--- src/rtl/adsr_envelope.sv ---
// ADSR envelope generator with a prescaled step clock per phase and a
// coalescing one-shot handoff of each new envelope value to a multiplier.
module adsr_envelope #(
  parameter int C_WIDTH      = 8,
  parameter int C_RATE_WIDTH = 16
) (
  input  logic                    ctl_clk,
  input  logic                    reset,
  input  logic                    gate,
  input  logic [C_RATE_WIDTH-1:0] attack_rate,
  input  logic [C_RATE_WIDTH-1:0] decay_rate,
  input  logic [C_WIDTH-1:0]      sustain_level,
  input  logic [C_RATE_WIDTH-1:0] release_rate,
  output logic [C_WIDTH-1:0]      env,
  output logic                    env_strobe,
  output logic                    active,
  output logic [C_WIDTH-1:0]      mul_b,
  output logic                    mul_trigger,
  input  logic                    mul_ready
);

  typedef enum logic [2:0] {
    S_IDLE,
    S_ATTACK,
    S_DECAY,
    S_SUSTAIN,
    S_RELEASE
  } state_t;

  localparam logic [C_WIDTH-1:0] ENV_MAX = '1;

  state_t                  state;
  state_t                  state_next;
  logic [C_WIDTH-1:0]      env_next;
  logic [C_RATE_WIDTH-1:0] cnt;
  logic [C_RATE_WIDTH-1:0] cnt_next;
  logic [C_RATE_WIDTH-1:0] rate_sel;
  logic                    gate_q;
  logic                    gate_armed;
  logic                    pending;
  logic                    rise;
  logic                    fall;
  logic                    step;
  logic                    env_changed;
  logic                    issue;

  always_comb begin
    // NOTE: every signal written here gets a default first, so no path
    // through the case statements can infer a latch.
    state_next = state;
    env_next   = env;
    rate_sel   = '0;

    // gate_armed stays low for the first clock after reset so a gate that
    // is already high is registered rather than seen as a new note.
    rise = gate_armed & gate & ~gate_q;
    fall = ~gate & gate_q;

    case (state)
      S_ATTACK:  rate_sel = attack_rate;
      S_DECAY:   rate_sel = decay_rate;
      S_RELEASE: rate_sel = release_rate;
      default:   rate_sel = '0;
    endcase

    // >= rather than == so a rate lowered below the running count steps at once.
    step = (cnt >= rate_sel);

    if (rise) begin
      state_next = S_ATTACK;
    end else if (fall && (state inside {S_ATTACK, S_DECAY, S_SUSTAIN})) begin
      state_next = S_RELEASE;
    end else begin
      case (state)
        S_IDLE: env_next = '0;
        S_ATTACK: begin
          if (env == ENV_MAX) begin
            state_next = S_DECAY;
          end else if (step) begin
            env_next = env + 1'b1;
            if (env == ENV_MAX - 1'b1) state_next = S_DECAY;
          end
        end
        S_DECAY: begin
          if (env <= sustain_level) begin
            state_next = S_SUSTAIN;
            env_next   = sustain_level;
          end else if (step) begin
            env_next = env - 1'b1;
          end
        end
        S_SUSTAIN: env_next = sustain_level;
        S_RELEASE: begin
          if (env == '0) begin
            state_next = S_IDLE;
          end else if (step) begin
            env_next = env - 1'b1;
          end
        end
        default: state_next = S_IDLE;
      endcase
    end

    cnt_next    = (rise || step || (state_next != state)) ? '0 : cnt + 1'b1;
    env_changed = (env_next != env);
    // Blocking on mul_trigger spaces issues at least one idle cycle apart.
    issue       = pending & mul_ready & ~mul_trigger;
  end

  always_ff @(posedge ctl_clk or negedge reset) begin
    // NOTE: sequential state uses non-blocking assignments so every register
    // samples the pre-edge values, independent of statement order.
    if (!reset) begin
      state       <= S_IDLE;
      env         <= '0;
      cnt         <= '0;
      gate_q      <= 1'b0;
      gate_armed  <= 1'b0;
      pending     <= 1'b0;
      mul_b       <= '0;
      mul_trigger <= 1'b0;
      env_strobe  <= 1'b0;
      active      <= 1'b0;
    end else begin
      state       <= state_next;
      env         <= env_next;
      cnt         <= cnt_next;
      gate_q      <= gate;
      gate_armed  <= 1'b1;
      // A fresh change wins over a same-cycle issue so it is not lost.
      pending     <= env_changed | (pending & ~issue);
      mul_trigger <= issue;
      env_strobe  <= env_changed;
      active      <= (state_next != S_IDLE);
      if (issue) mul_b <= env;
    end
  end

endmodule

--- config.mk ---
export PLATFORM = sky130hd
export DESIGN_NAME = adsr_envelope
export DESIGN_NICKNAME = d
export VERILOG_FILES = /design/src/rtl/adsr_envelope.sv
export SDC_FILE = /design/constraint.sdc
export NUM_CORES = 1
export LEC_CHECK = 0
export ABC_CLOCK_PERIOD_IN_PS = 3450
export BUFFER_PORTS_ARGS = -buffer_cell sky130_fd_sc_hd__clkbuf_2
export CORE_AREA = 3 3 113 82
export DETAILED_ROUTE_END_ITERATION = 16
export DIE_AREA = 0 0 116 85
export GPL_ROUTABILITY_DRIVEN = 0
export PLACE_DENSITY = 0.7
export REMOVE_ABC_BUFFERS = 1
export SETUP_SLACK_MARGIN = 0.4
export SYNTH_ARGS = -nofsm -noshare
export SYNTH_HDL_FRONTEND = slang
export SYNTH_SLANG_ARGS = --single-unit
--- constraint.sdc ---
create_clock -name ctl_clk -period 3.45 [get_ports ctl_clk]
set_input_delay 0.345 -clock ctl_clk [delete_from_list [all_inputs] [get_ports ctl_clk]]
set_output_delay 0.345 -clock ctl_clk [all_outputs]
set_load 0.05 [all_outputs]
; Yosys cells after proc, flatten, opt, wreduce, memory -nomap -nowiden
; Cells that the tools add are included.
[word_totals]
input_bits = 60
out_inout_bits = 19
regBits = 41
wordCells = 60
[op_classes]
mux = 18
n_reduce_logical = 8
addsub = 3
eq_ne = 8
n_bitwise = 11
order_cmp = 2
[ops]
columns = cell, count
row1 = $mux 8, 7
row2 = $pmux 16 s3, 1
row3 = $pmux 8 s5, 1
row4 = $mux 3, 7
row5 = $add 16x1->16 const B, 1
row6 = $eq 8x8->1 const B, 2
row7 = $ge 16x16->1, 1
row8 = $mux 16, 1
row9 = $pmux 3 s4, 1
row10 = $add 8x1->8 const B, 1
row11 = $le 8x8->1, 1
row12 = $logic_not 8->1, 1
row13 = $ne 8x8->1, 1
row14 = $sub 8x1->8 const B, 1
row15 = $and 1x1->1, 6
row16 = $eq 3x2->1 const B, 2
row17 = $reduce_bool 3->1, 2
row18 = $not 1->1, 4
row19 = $eq 3x1->1 const B, 1
row20 = $eq 3x3->1 const B, 1
row21 = $logic_not 3->1, 1
row22 = $ne 3x3->1, 1
row23 = $logic_or 1x1->1, 2
row24 = $reduce_or 2->1, 1
row25 = 2 further kinds, 2

; Depth between registers and ports, before layout
; Gate-level depths: netlist of run 1.
[logic_depth]
word_depth = 11
ltp_mapped = 19

; Worst setup path after synthesis of run 1
; Ideal clock, no wire load.
[synth_path]
kind = register to register
start = register state[0]
end = register pending
synth_period_minus_slack_ns = 3.697
slack_ns = -0.247
t_required_ns = 3.303
setup_ns = 0.147
n_path_buf = 3
t_arrival_ns = 3.551
stages_incl_launch_ff = 17
path_cell_list = dfrtp_1 -> buf_2 -> nor2b_1 -> clkbuf_1 -> clkbuf_1 -> a22oi_1 -> nor2_1 -> a21oi_1 -> ha_1 -> nor2b_1 -> o211a_1 -> o311a_1 -> nor3_1 -> a2bb2oi_1 -> o2111ai_1 -> a2111oi_1 -> nand4_1
[synth_between]
elab_chain_len = 10
[synth_rtl]
columns = element, line
row1 = "start, declared", 32  ; state_t state;
row2 = "start signal, assigned", 125  ; state <= state_next;
row3 = "$eq 3x3->1, or another cell as far along", "59, 74"
row4 = $pmux 16 s3, 59  ; case (state)
row5 = $ge 16x16->1, 67  ; step = (cnt >= rate_sel);
row6 = "$mux 8, on equally long branches", "88, 96, 79"
row7 = "$mux 8, on equally long branches", "94, 77, 85"
row8 = $pmux 8 s5, 74  ; case (state)
row9 = $mux 8 *, 71  ; end else if (fall && (state inside {S_ATTACK, S_DECAY, S_SUSTAIN})) begin
row10 = $mux 8 *, 69  ; if (rise) begin
row11 = $ne 8x8->1 *, 105  ; env_changed = (env_next != env);
row12 = $or 1x1->1 *, 131  ; pending <= env_changed | (pending & ~issue);
row13 = "end signal, assigned", 131
row14 = "end, declared", 40  ; logic pending;
; Every way passes the cells marked *; elsewhere a longest branch is shown, timed or not.
; A chain may end at the register's enable or synchronous reset.

; Worst setup path in the final report of run 1
[layout_path]
start = register state[0]
end = register env_strobe
[layout_between]
elab_chain_len = 9
[layout_rtl]
columns = element, line
row1 = "$eq 3x3->1, or another cell as far along", "59, 74"
row2 = $pmux 16 s3, 59
row3 = $ge 16x16->1, 67
row4 = "$mux 8, on equally long branches", "88, 96, 79"
row5 = "$mux 8, on equally long branches", "94, 77, 85"
row6 = $pmux 8 s5, 74
row7 = $mux 8 *, 71
row8 = $mux 8 *, 69
row9 = $ne 8x8->1 *, 105
row10 = via env_changed, 44  ; logic env_changed;
row11 = "end signal, assigned", 133  ; env_strobe <= env_changed;
row12 = "end, declared", 15  ; output logic env_strobe,
; Mark *: on every way through the listed nets, which the timed path passes. The rest lies on a longest branch.

==> results of run 1 <==
==> stage by stage <==
| step | worst slack, ps | utilization | instances | setup TNS, ps | total power, mW |
|---|---|---|---|---|---|
| floorplan | -876.6 | - | 450 | -18180 | 1.981 |
| global placement | -39.30 | 0.5348 | 680 | -67.32 | 2.695 |
| detailed placement | -161.1 | 0.5348 | 680 | -329.6 | 2.731 |
| CTS | 66.72 | 0.5801 | 701 | 0 | 3.391 |
| global route | -246.8 | 0.6095 | 708 | -573.6 | 3.931 |
| finish | -30.68 | 0.6095 | 708 | -51.62 | 3.735 |
==> worst max-delay path by stage <==
| stage | to | depth (start not counted) | slack [ps] |
|---|---|---|---|
| after floorplan | cnt[10] | 12 | -880 |
| after global placement | pending | 17 | -40 |
| after detailed placement | pending | 14 | -160 |
| after CTS | pending | 17 | 70 |
| after global routing | env_strobe | 16 | -250 |
| final | env_strobe | 15 | -30 |
==> what timing repair did <==
item / 4_1_cts / 5_1_grt
buffers inserted: 10 / 6
gates resized for setup: 43 / 42
endpoints found under the setup margin: 28 / 29
pin swaps: 23 / 14
gates cloned: 3 / 1
==> synthesized netlist by cell type (7+ instances only) <==
library cell,number,area (um2)
nor3_1,7,35.03
and2_1,8,50.05
a22oi_1,16,120.1
nand4_1,9,56.30
nor2_1,57,214.0
and3_1,8,50.05
a31oi_1,10,62.56
buf_2,8,40.04
xnor2_1,11,96.34
inv_1,17,63.81
nor2b_1,7,43.79
o21ai_0,24,120.1
nand2_1,64,240.2
nand3_1,20,100.1
dfrtp_1,41,1026
a21oi_1,42,210.2
clkbuf_1,16,60.06
ha_1,29,362.9
==> per-layer routing <==
metal  GRT usage  vias to the layer above  share of wire
met1      0.3967                     2029           0.42
met4     0.05374                        2          0.034
li1            -                     1984              -
met3     0.08981                       72           0.14
met2      0.3530                      324           0.40
met5     0.04615                        -         0.0039
==> registers in the layout, summed over array words and instances, names as in the netlist <==
signal,cells
active,1
cnt,16
env,8
env_strobe,1
gate_armed,1
gate_q,1
mul_b,8
mul_trigger,1
pending,1
state,3
==> logic make-up after synthesis <==
kind of cell	share of synthesized area
adders and majority gates	0.09811
DFF	0.2774
buffers and inverters	0.05243
other	0.001014
xor gates and xnor gates	0.03789
and+or+nand+nor	0.2700
AOI/OAI and AO/OA	0.2632
==> critical path, delay by kind of cell (launching register included) <==
kind	cells	cell delay, ps
buf+inv	4	550
compound gates	3	840
fa+ha+maj	1	320
flops	1	440
simple gates	7	1270
==> final cells by class <==
type | count | share of cell area
inverter | 18 | 0.01329
sequential | 41 | 0.2021
timing repair buffer | 145 | 0.1886
multi-input combinational | 391 | 0.5421
tap | 105 | 0.02585
clock inverter | 3 | 0.003447
clock buffer | 5 | 0.02462
==> where the power goes <==
part / total (mW) / leakage (nW) / switching [mW] / internal, mW
combinational: 2.60 / 1.81 / 1.59 / 1.00
clock: 0.474 / 0.0696 / 0.208 / 0.266
sequential: 0.663 / 0.546 / 0.0753 / 0.588
==> results.md, run 1 <==
- Run status: finished with violations
- Failing checks: negative setup slack
- Clock tree buffer depth: 2
- R2r setup slk: -30 ps
- DR DRC count: 0
- VDD IR-drop max: 0.3004 mV
- First-pass iteration count of the detailed router: 8
- Seq cells post-synth: 41
- Die Width: 116 um
- Crit path largest cell delay: 660 ps
- Crit end category: flop
- Area grow syn2layout: 37.42%
- Fmax: 287.3 MHz
- Root buffer cell: clkbuf_16
- Critical path, cell by cell: buf_6 -> nor3_4 -> buf_12 -> a21oi_1 -> ha_1 -> nand4_1 -> or3_4 -> and3_4 -> nand3_2 -> buf_6 -> buf_4 -> nand3_1 -> a2111oi_1 -> a2111oi_4 -> nand3_1
- Area after DPL: 0.004459 mm2
- Crit path max-delay cell type: a2111oi_1
- I/O pins: 79
- CTS clk-pin slew, worst paths: 60 ps
- Relative slew slack: 0.2774
- Max Cap Violations: 0
- Drt wl/cell: 19.82 um
- Reg area: 0.001027 mm2
- Hold Path Origin: gate
- RSZ-0062 raised after global routing: yes
- Vias in the first global route: 3,944
- Layout cells sized above 1: 0.3499
- Power per cell area: 734.8 mW/mm2
- Core ar.: 0.008338 mm2
- Tmin final: 3481 ps
- Final period utilization: 1.009
- Largest net degree at the start of global routing: 42
- Most frequent cells in the layout: clkbuf_2, nand2_1, nor2_1
- Yosys cell types: 68
- Antenna Nets Post-Route: 0
- Reg2reg path depth: 15
- All-Layer GR Usage: 0.2615
- Worst Path Required: 3670 ps
- Clock Latency Late Sink: 290 ps
- Final setup fails: 2
- Initial DRC Count: 609
- Hold Crit Class: in -> reg
- H-Tree Depth: 2
- Routed via count: 4,411
- Synth Instances: 478
- Startpoint types: flop
- Row count: 28
- Final Hold Viols: 0
- Area of the multi-input gates: 0.002755 mm2
- Synth Area per Inst: 7.738 um2
- WL final: 14,030 um
- Hold_buf cts: 0
- Post-synthesis cell area: 0.003699 mm2
- Ys flop type: dfrtp_1
- Crit path DAT: 3700 ps
- Final worst slack: -30.68 ps
- Antenna fix cells: 0
- PortBufs: 78
- Design area: 0.005082 mm2
- Hold depth: 1
- Most common cell after layout, fill and taps aside: clkbuf_2
- Crit-path max FO: 8
- Gr ovfl total: 0
- CTS tree: built
- FF-to-FF Start: state[0]
- Critical path type: reg -> reg
- Yosys warning count: 0
- Initial Util: 0.4436
- Critical R2R Capture: env_strobe
- Fill cells: 690
- FFs w/ async S/R, synth: 1.000
- First-pass GRT wire length: 20,320 um
- Initial antenna violation count: 0
- Die area: 0.009860 mm2
- Final hold slack: 207.6 ps
- Least-Margin Pin Slew: 1076 ps
- Final Slew Violations: 0
- Nets: 691
- Post-synth EDFFs: 0
- DPL Wire Length: 9590 um
- Worst Hold Endpoint: gate_q
- Die height: 85 um
- Cts bufs inserted: 5
- Register area share after synthesis: 0.2774
- Clock sink count: 41
- P_leak: 2.423 nW
- Fin Clk Skew: 7.881 ps
- Crit path launch: state[0]
- Vias per inst: 6.230
No activity file was read; power rests on OpenSTA's default activity.
==> inputs of run 2 (changes only) <==
- TNS_END_PERCENT: not set -> 5
==> results.md, run 2 (synthesis gave the netlist of run 1 again) <==
- Run status: complete, no violations
- Biggest register: cnt
- I/O pins: 79 (unchanged)
- Crit path launch: state[0]
- Crit path max-delay cell type: or4_1
- Core ar.: 0.008338 mm2 (unchanged)
- Fmax: 290.6 MHz (+1.1%)
- Drt wl/cell: 18.72 um (-5.6%)
- CP most frequent cell: buf_4
- Max reg flops: 16 (unchanged)
- Pre-CTS WS: -161.1 ps (unchanged)
- Crit-path max FO: 8 (unchanged)
- Crit end category: flop
- Initial antenna violation count: 0 (unchanged)
- Clock Latency Late Sink: 280 ps (about the same)
- Root buffer cell: clkbuf_16
- Routed via count: 4,223 (-4.3%)
- Vias in the first global route: 3,918 (-0.66%)
- DPL Wire Length: 9590 um (unchanged)
- Die area: 0.009860 mm2 (unchanged)
- Clock sink count: 41 (unchanged)
- Internal: 1.730 mW (-6.9%)
- Cts bufs inserted: 5 (unchanged)
- CTS clk-pin slew, worst paths: 60 ps (about the same)
- Worst Path Required: 3650 ps (-20 ps)
- Most frequent cells in the layout: clkbuf_2, nand2_1, nor2_1
- Switching pwr: 1.749 mW (-6.8%)
- Nets: 683 (-1.2%)
- FF-to-FF Start: state[0]
- Critical path, cell by cell: buf_6 -> nor3_4 -> buf_12 -> buf_4 -> a21oi_1 -> ha_1 -> nand2_1 -> nor3_2 -> buf_4 -> o311a_1 -> nor3_2 -> buf_4 -> or4_1 -> nand3_2 -> o21a_1 -> o22a_1
- Antenna fix cells: 0 (unchanged)
- First-pass GRT wire length: 20,240 um (-0.37%)
- Fin Clk Skew: 3.070 ps (-4.811 ps)
- Antenna Nets Post-Route: 0 (unchanged)
- Initial Util: 0.4436 (unchanged)
- Area grow syn2layout: 31.63%
- VDD IR-drop max: 0.2894 mV (-3.7%)
- Die height: 85 um (unchanged)
- Sw Share: 0.5028 (about the same)
- Crit path largest cell delay: 550 ps (-110 ps)
- Final Slew Violations: 0 (unchanged)
- TNS Setup: 0 ps (+51.62 ps)
- All-Layer GR Usage: 0.2599 (-0.001599)
- Clock tree buffer depth: 2 (unchanged)
- DR DRC count: 0 (unchanged)
- WL final: 13,100 um (-6.6%)
- Initial DRC Count: 563 (-7.6%)
- Hold Path Origin: gate
- Design area: 0.004868 mm2 (-4.2%)
- Most common cell after layout, fill and taps aside: clkbuf_2
- Power per cell area: 714.5 mW/mm2 (-2.8%)
- PortBufs: 78 (unchanged)
- Least-Margin Pin Slew: 1068 ps (-8.073 ps)
- Seq pwr share: 0.191 (+0.013)
- Critical path type: reg -> reg
- Logic pwr share: 0.676 (-0.020)
- Gr ovfl total: 0 (unchanged)
- RSZ-0062 raised after global routing: yes
- Final worst slack: 8.818 ps (+39.50 ps)
- Fill cells: 740 (+7.2%)
- Hold Crit Class: in -> reg
- First-pass iteration count of the detailed router: 8 (unchanged)
- Row count: 28 (unchanged)
- CTS tree: built
- Tmin final: 3441 ps (-39.50 ps)
- Clock power share: 0.134 (+0.007)
- Largest net degree at the start of global routing: 42 (unchanged)
- Final Hold Viols: 0 (unchanged)
- Hold_buf cts: 0 (unchanged)
- Layout cells sized above 1: 0.3092 (-0.04067)
- Crit path DAT: 3640 ps (-60 ps)
- H-Tree Depth: 2 (unchanged)
- P_leak: 2.349 nW (-3.1%)
- Final period utilization: 0.9974 (-0.01145)
- Final hold slack: 207.5 ps (-0.1430 ps)
- Area after DPL: 0.004459 mm2 (unchanged)
- Fin util: 0.5839 (-0.02566)
- Max Cap Violations: 0 (unchanged)
- Vias per inst: 6.033 (-3.2%)
- Startpoint types: flop
- Largest regs: cnt (16), env (8), mul_b (8)
- Relative slew slack: 0.2829 (+0.005424)
- Final setup fails: 0 (-2)
- Die Width: 116 um (unchanged)
run 2: cell type report:
cell class	count	area, um2	share of cell area
Inverter	18	67.56	0.01388
Timing Repair Buffer	137	879.6	0.1807
Tap cell	105	131.4	0.02699
Clock inverter	3	17.52	0.003598
Sequential cell	41	1027	0.2110
Multi-Input combinational cell	391	2620	0.5382
Clock buffer	5	125.1	0.02570
run 2: path summary, 6_finish.rpt:
| path | cells past startpoint | slack (ps) | end |
|---|---|---|---|
| worst max-delay path | 16 | 9 | env[3] |
| max in group asynchronous | 1 | 2500 | state[0] |
| worst min register to register | 2 | 480 | mul_b[4] |
| min in group asynchronous | 1 | 240 | cnt[12] |
| worst max register to register | 16 | 9 | env[3] |
| worst min-delay path | 1 | 210 | gate_q |
run 2: critical path: cells and delay by family, from the launching register on:
family          cells  cell delay [ps]
compound gates      4              650
buf+inv             5              760
flops               1              440
fa+ha+maj           1              290
simple gates        6             1210
run 2: routing by layer:
| metal | part of all wire | GRT usage |
|---|---|---|
| met3 | 0.13 | 0.09052 |
| met2 | 0.41 | 0.3504 |
| met4 | 0.015 | 0.06112 |
| met1 | 0.45 | 0.3947 |
| met5 | 0 | 0 |
run 2: repair_timing:
item	4_1_cts	5_1_grt
hold endpoints to repair	0	0
buffers inserted	10	0
gates cloned	2	0
pin swaps	18	5
resized for setup	31	18
setup endpoints to repair	28	29
run 2: metrics by stage:
step,total power [mW],cells
global route,3.692,700
detailed placement,2.731,680
CTS,3.337,700
global placement,2.695,680
floorplan,1.981,450
finish,3.479,700
run 2: power groups by stage:
stage	clock (mW)	combinational, mW	sequential [mW]
after floorplan	0	1.00	0.981
after global placement	0	2.04	0.659
after detailed placement	0	2.07	0.663
after CTS	0.468	2.21	0.660
after global routing	0.495	2.52	0.676
final	0.465	2.35	0.664
==> inputs of run 3 (changes only) <==
- ABC_CLOCK_PERIOD_IN_PS: 3450 -> 3400
- PLACE_DENSITY: 0.7 -> 0.67
- clock period: 3.45 -> 3.4 ns (I/O delays scaled with it)
==> results.md, run 3 (synthesis gave the netlist of run 1 again) <==
- Critical path, cell by cell: buf_6 -> nor2b_4 -> buf_6 -> a22oi_1 -> nor2_1 -> a21oi_1 -> ha_1 -> nand4_1 -> buf_4 -> nor3_4 -> buf_6 -> o311ai_4 -> nand3_4 -> buf_4 -> a32oi_1 -> nor4bb_1 -> a2111oi_4 -> nand3_1
- Most common cell after layout, fill and taps aside: clkbuf_2
- Run status: finished with violations
- Final Slew Violations: 0 (unchanged)
- Least-Margin Pin Slew: 1069 ps (+1.429 ps)
- Crit end category: flop
- Vias per inst: 6.085 (+0.86%)
- CTS clk-pin slew, worst paths: 60 ps (about the same)
- Max Cap Violations: 0 (unchanged)
- I/O pins: 79 (unchanged)
- P_leak: 2.410 nW (+2.6%)
- Vias in the first global route: 4,045 (+3.2%)
- Wl on met1: 5491 um (-5.9%)
- Routed via count: 4,320 (+2.3%)
- Met3 wire len: 1867 um (+11%)
- Clock tree buffer depth: 2 (unchanged)
- Final Hold Viols: 0 (unchanged)
- Core ar.: 0.008338 mm2 (unchanged)
- Crit path largest cell delay: 680 ps (+130 ps)
- Die area: 0.009860 mm2 (unchanged)
- Gr ovfl total: 0 (unchanged)
- Final setup fails: 5 (+5)
- Root buffer cell: clkbuf_16
- Max layer used: met4
- Crit path DAT: 3820 ps (+180 ps)
- WL final: 13,350 um (+1.9%)
- Critical path type: reg -> reg
- Die Width: 116 um (unchanged)
- Largest regs: cnt (16), env (8), mul_b (8)
- Area after DPL: 0.004492 mm2 (+0.73%)
- DPL Wire Length: 9598 um (about the same)
- Row count: 28 (unchanged)
- Design area: 0.005084 mm2 (+4.4%)
- CTS tree: built
- Initial DRC Count: 593 (+5.3%)
- Startpoint types: flop
- CP most frequent cell: buf_6
- First-pass iteration count of the detailed router: 6 (-2)
- Hold Crit Class: in -> reg
- Clock Latency Late Sink: 290 ps (about the same)
- Layout cells sized above 1: 0.3438 (+0.03456)
- Crit-path max FO: 5 (-3)
- Power per cell area: 743.6 mW/mm2 (+4.1%)
- Final period utilization: 1.056 (+0.05844)
- H-Tree Depth: 2 (unchanged)
- VDD IR-drop max: 0.3775 mV (+30%)
- Failing checks: negative setup slack
- Clock sink count: 41 (unchanged)
- RSZ-0062 raised after global routing: yes
- Largest net degree at the start of global routing: 42 (unchanged)
- Area grow syn2layout: 37.45%
- Final worst slack: -190.0 ps (-198.8 ps)
- Biggest register: cnt
- Nets: 693 (+1.5%)
- Tmin final: 3590 ps (+148.8 ps)
- Initial Util: 0.4436 (unchanged)
- Drt wl/cell: 18.80 um (+0.45%)
- First-pass GRT wire length: 20,350 um (+0.51%)
- All-Layer GR Usage: 0.2616 (+0.001688)
- Met2 WL: 5722 um (+6.2%)
- Antenna fix cells: 0 (unchanged)
- Fmax: 278.6 MHz (-4.1%)
- Initial antenna violation count: 0 (unchanged)
- Worst Path Required: 3630 ps (-20 ps)
- Cts bufs inserted: 5 (unchanged)
- Tot Pwr: 3.780 mW (+8.7%)
- Die height: 85 um (unchanged)
- Max reg flops: 16 (unchanged)
- DR DRC count: 0 (unchanged)
- Relative slew slack: 0.2874 (+0.004522)
- Antenna Nets Post-Route: 0 (unchanged)
- PortBufs: 78 (unchanged)
- Fin Clk Skew: 6.177 ps (+3.108 ps)
- Most frequent cells in the layout: clkbuf_2, nand2_1, nor2_1, buf_4, dfrtp_1
- Crit path max-delay cell type: nor4bb_1
-- run 3: cell types whose count changed in the layout (fill, tap and decap cells not counted), sizes merged --
cell,delta
buf,+10
clkbuf,+2
clkinv,-2
-- run 3: what timing repair did --
item | CTS | global route
hold buffers | 0 | 0
pin swaps | 21 | 23
resized for setup | 36 | 37
setup endpoints to repair | 29 | 29
buffers inserted | 14 | 2
-- run 3: layout make-up --
class                      instances  area, um2
timing repair buffer             147      957.2
clock inverter                     1      7.507
inverter                          18      67.56
fill                             709       3254
tap                              105      131.4
sequential                        41       1026
clock buffer                       7      132.6
multi-input combinational        391       2761
-- run 3: power by group --
group	switching (mW)	total, mW	internal [mW]
Sequential	0.0783	0.674	0.596
Clock	0.206	0.479	0.273
Combinational	1.61	2.63	1.02
-- run 3: critical path: cells and delay by family, from the launching register on --
family	cells	cell delay [ps]
fa+ha+maj	1	310
buf+inv	5	760
compound gates	5	440
flops	1	410
simple gates	7	1590
-- run 3: path summary, 6_finish.rpt --
| path | start | endpoint | slack, ps | depth (start not counted) |
|---|---|---|---|---|
| max | state[0] | env_strobe | -190 | 18 |
| min | gate | gate_q | 190 | 1 |
| max reg2reg | state[0] | env_strobe | -190 | 18 |
| min reg2reg | mul_b[7] | mul_b[7] | 470 | 2 |
| max in group asynchronous | reset | mul_b[2] | 2520 | 1 |
| min in group asynchronous | reset | cnt[12] | 240 | 1 |
-- run 3: per-layer routing --
metal | vias up | GRT usage
met2 | 296 | 0.3812
met3 | 49 | 0.09622
li1 | 1988 | -
met5 | - | 0
met4 | 0 | 0.06533
met1 | 1987 | 0.3676
-- run 3: metrics by stage --
stage	utilization	TNS [ps]	std cells	hold slack (ps)	setup slack [ps]
2_1_floorplan	-	-19630	450	44.41	-926.6
3_3_place_gp	0.5387	-832.4	686	456.5	-403.1
3_5_place_dp	0.5387	-1986	686	461.4	-421.7
4_1_cts	0.5884	-169.3	708	190.2	-76.86
5_1_grt	0.6097	-2600	710	184.2	-320.1
6_report	0.6097	-553.3	710	186.0	-190.0
